`config.mk`:
```
export PLATFORM = sky130hd
export DESIGN_NAME = prng
export DESIGN_NICKNAME = d
export VERILOG_FILES = /design/src/rtl/prng_pkg.sv /design/src/rtl/prng_feedback.sv /design/src/rtl/prng.sv
export SDC_FILE = /design/constraint.sdc
export NUM_CORES = 1
export LEC_CHECK = 0
export BUFFER_PORTS_ARGS = -buffer_cell sky130_fd_sc_hd__buf_4
export CORE_AREA = 3 3 40 42
export DETAILED_ROUTE_END_ITERATION = 10
export DIE_AREA = 0 0 43 45
export PLACE_DENSITY_LB_ADDON = 0.1
export SLEW_MARGIN = 0
export SYNTH_ARGS = -nofsm -noshare
export SYNTH_HDL_FRONTEND = slang
export SYNTH_SLANG_ARGS = --single-unit
```
`constraint.sdc`:
```
create_clock -name SYS_CLK -period 1.2 [get_ports SYS_CLK]
set_input_delay 0.06 -clock SYS_CLK [delete_from_list [all_inputs] [get_ports SYS_CLK]]
set_output_delay 0.06 -clock SYS_CLK [all_outputs]
set_load 0.03 [all_outputs]
```
`src/rtl/prng_pkg.sv`:
```
// prng_pkg: shared widths, tap positions and types for the 10-bit
// Fibonacci LFSR noise source (x^10 + x^7 + 1, XNOR feedback).
// Contents:
//   PRNG_W        register width
//   TAP_HI/TAP_LO feedback tap bit positions
//   prn_t         LFSR state type
//   LOCKUP_STATE  the one state an XNOR LFSR cannot leave
//   guard_seed()  maps the lock-up state to zero; used only when the
//                 PRNG_LOCKUP_GUARD_EN macro is defined
package prng_pkg;

  localparam int PRNG_W = 10;
  localparam int TAP_HI = 9;
  localparam int TAP_LO = 6;

  typedef logic [PRNG_W-1:0] prn_t;

  localparam prn_t LOCKUP_STATE = 10'h3FF;

  function automatic prn_t guard_seed(input prn_t seed);
    return (seed == LOCKUP_STATE) ? prn_t'(0) : seed;
  endfunction

endpackage

```
`src/rtl/prng_feedback.sv`:
```
// prng_feedback: combinational next-state function of the LFSR.
// Ports:
//   state_i  current LFSR state
//   next_o   state after one shift
// Macro PRNG_LOCKUP_GUARD_EN: when defined, the lock-up state steps to zero
// instead of repeating itself.
module prng_feedback
  import prng_pkg::*;
(
  input  prn_t state_i,
  output prn_t next_o
);

  always_comb begin
    next_o = {state_i[PRNG_W-2:0], ~(state_i[TAP_HI] ^ state_i[TAP_LO])};
`ifdef PRNG_LOCKUP_GUARD_EN
    // All-ones is a fixed point under XNOR feedback; escape to zero.
    if (state_i == LOCKUP_STATE) begin
      next_o = '0;
    end
`endif
  end

endmodule

```
`src/rtl/prng.sv`:
```
// prng: 10-bit maximal-length pseudo-random source (dither for the
// firing-angle logic). Period 1023; all values except 10'h3FF.
// Parameters:
//   RESET_VALUE  value loaded by SCLR (must not be 10'h3FF)
// Ports:
//   SYS_CLK  clock, rising edge
//   SCLR     synchronous active-high clear, highest priority
//   LOAD     load SEED, second priority
//   EN       advance one step, lowest priority
//   SEED     seed value
//   PRN      current LFSR state (register output)
// Macro PRNG_LOCKUP_GUARD_EN: when defined, a SEED of 10'h3FF loads zero and
// the lock-up state steps to zero, so the generator can never stick.
module prng
  import prng_pkg::*;
#(
  parameter prn_t RESET_VALUE = 10'h000
) (
  input  logic              SYS_CLK,
  input  logic              SCLR,
  input  logic              LOAD,
  input  logic              EN,
  input  logic [PRNG_W-1:0] SEED,
  output logic [PRNG_W-1:0] PRN
);

  prn_t prn_q;
  prn_t prn_d;
  prn_t step_val;
  prn_t seed_val;

  prng_feedback u_feedback (
    .state_i (prn_q),
    .next_o  (step_val)
  );

`ifdef PRNG_LOCKUP_GUARD_EN
  assign seed_val = guard_seed(SEED);
`else
  assign seed_val = SEED;
`endif

  always_comb begin
    prn_d = prn_q;
    if (LOAD) begin
      prn_d = seed_val;
    end else if (EN) begin
      prn_d = step_val;
    end
  end

  always_ff @(posedge SYS_CLK) begin
    if (SCLR) begin
      prn_q <= RESET_VALUE;
    end else begin
      prn_q <= prn_d;
    end
  end

  assign PRN = prn_q;

endmodule

```
==> results.cfg <==
[status]
status = finished clean

[finish]
final_area_sq_um = 717
syn2layout_area_growth_pct = 40.1
fin_nets = 85
largest_register_ffs = 10
fin_util_pct = 55.8
final_cells = 85
antenna-diode-count = 0
drive_gt1_share_pct = 51.4

[global_routing]
grt_pass1_wl_mm = 1.66
track_usage_pct = 11.7
antenna_found_initial = 0
overflow = 0
grt_max_degree = 12
first_global_vias = 372

[setup_path]
regToRegStartpoint = PRN[6]$_SDFFE_PP0P_
crit_arrival_ps = 1080
setup.worst_path.end_class = flop
rr_worst_depth = 3
cp_max_fo = 4
worstReg2RegEnd = PRN[0]$_SDFFE_PP0P_
cp-start-kind = flop
endpoint = PRN[0]$_SDFFE_PP0P_
critPathLaunch = PRN[6]$_SDFFE_PP0P_
r2r_slack_ps = 300
crit_required_ps = 1380
critical_path_class = flop to flop

[yosys]
synth_top_area_share_pct = 39.1
avgSynthCellArea_sq_um = 11.1
yosysUniqueCellTypes = 13
ys_warn_count = 0
synth_seq_cells = 10
synth_largest_area_cell = dfxtp_1
ys_top_cells_by_area = dfxtp_1, mux2_4, mux2i_1
synth.yosys.seq_area_share_pct = 39.1
synth_nets = 60
syn_area_sq_um = 512
synthCells = 46

[place]
routabilityCongestion = 0.636
dp_worst_setup_slack_ps = 306
place_inst = 81
post_dp_cell_area_sq_um = 681
io_buffers = 23
dp.final_hpwl_um = 708

[clock_tree]
clk_latency_ps = 270
post_cts_buffers = 0
cts_tree = done
cts_resized = 0
hold_buffers = 0
clk_path_buf_depth = 2
clock_sinks = 10
cts_buffers = 3
root_buffer = clkbuf_4
htreeDepth = 1
clk_pin_slew_ps = 70

[sta]
setup_viol = 0
period_share_pct = 75.1
layout_min_cycle_time_ps = 901
relSlewSlack_pct = 85.6
rsz0062_at_grt = no
fin_ws_ps = 299
hold_viol_final = 0
worst_pin_slew_ps = 216
drv_slew = 0
skew_ps = 5.41
fmax_ghz = 1.11
tns_ps = 0

[route]
post_drt_wl_per_cell_um = 11.6
drc = 0
antenna_left = 0
via_per_inst = 4.76
num_vias = 405
firstDrtPassIters = 3
finalWirelength_um = 990
drt_iter0_drc = 6

[pwr]
ir_worst_vdd_mv = 0.583
p_leak_nw = 0.376
power_switching_mw = 0.236
power_frac_seq_pct = 42.1
powerDensity_mw_per_mm2 = 1240
p_int_mw = 0.650
combPwrFrac_pct = 23.5
clkPwrFrac_pct = 34.5
switching_share_pct = 26.6

[job]
drv_cap = 0

[die]
ioPinCount = 24
die-area_sq_mm = 0.00194
die_h_um = 45
die_w_um = 43
core_region_area_sq_mm = 0.00128
start_util_pct = 39.8
rows = 13

[worst_hold_path]
hp-start = SEED[7]
hold_path_class = input pin to flop
==> kinds of logic (layout without fill, tap and decap cells) <==
logic type	count (synthesis)	in the layout	synth area share, %
AOI/OAI and AO/OA	2	2	2.69
and+or+nand+nor	10	10	7.33
DFF	10	10	39.1
muxes	18	18	43.3
xor gates and xnor gates	1	1	1.71
buffers and inverters	5	29	5.87
==> power by group through the flow <==
| stage | logic, mW | registers (mW) | clock network [mW] |
|---|---|---|---|
| finish | 0.208 | 0.373 | 0.305 |
| floorplan | 0.0954 | 0.421 | 0 |
| CTS | 0.210 | 0.373 | 0.322 |
| global placement | 0.210 | 0.381 | 0 |
| detailed placement | 0.209 | 0.381 | 0 |
| global route | 0.223 | 0.377 | 0.343 |
==> synthesized netlist by cell type, drive strengths merged <==
cell type,count
a21oi,1
a221oi,1
buf,3
dfxtp,10
inv,2
mux2,9
mux2i,9
nand2,1
nor2,9
xnor2,1
==> per-layer routing <==
metal,wire [um],GRT usage [%],vias up,share of wire (%)
li1,-,-,204,-
met1,488,16.6,180,49
met2,370,14.1,21,37
met3,130,8.76,0,13
met4,0,1.81,0,0
met5,0,0,-,0
==> how the worst min path moves through the flow <==
stage / to / slack (ps) / cells past startpoint
after floorplan: PRN[1]$_SDFFE_PP0P_ / 210 / 2
after global placement: PRN[1]$_SDFFE_PP0P_ / 300 / 3
after detailed placement: PRN[2]$_SDFFE_PP0P_ / 300 / 3
after CTS: PRN[8]$_SDFFE_PP0P_ / 20 / 3
after global routing: PRN[1]$_SDFFE_PP0P_ / 20 / 3
final: PRN[7]$_SDFFE_PP0P_ / 20 / 3
==> layout make-up <==
cell class	count	area, sq um
Multi-Input combinational cell	31	282
Timing Repair Buffer	23	173
Fill cell	121	568
Sequential cell	10	200
Clock buffer	4	36.3
Tap cell	15	18.8
Inverter	2	7.51
==> stage by stage <==
stage | power (mW) | hold slack, ps
floorplan | 0.517 | 207
global placement | 0.591 | 297
detailed placement | 0.590 | 302
CTS | 0.906 | 16.1
global route | 0.943 | 19.6
finish | 0.886 | 21.3
==> worst max-delay path, cell delays in order (launching register included) <==
cell      delay, ps
dfxtp_1         390
xnor2_1         130
nand2_1          70
a221oi_1        230
==> layout by cell type, fill, tap and decap left out, types with 2 or more instances in the layout <==
cell	netlist	final
clkbuf_4	0	3
nor2_1	9	9
buf_4	1	23
dfxtp_1	10	10
inv_1	2	2
mux2_4	8	8
mux2i_1	9	9
Note: power is estimated with default switching activity, not from simulation.
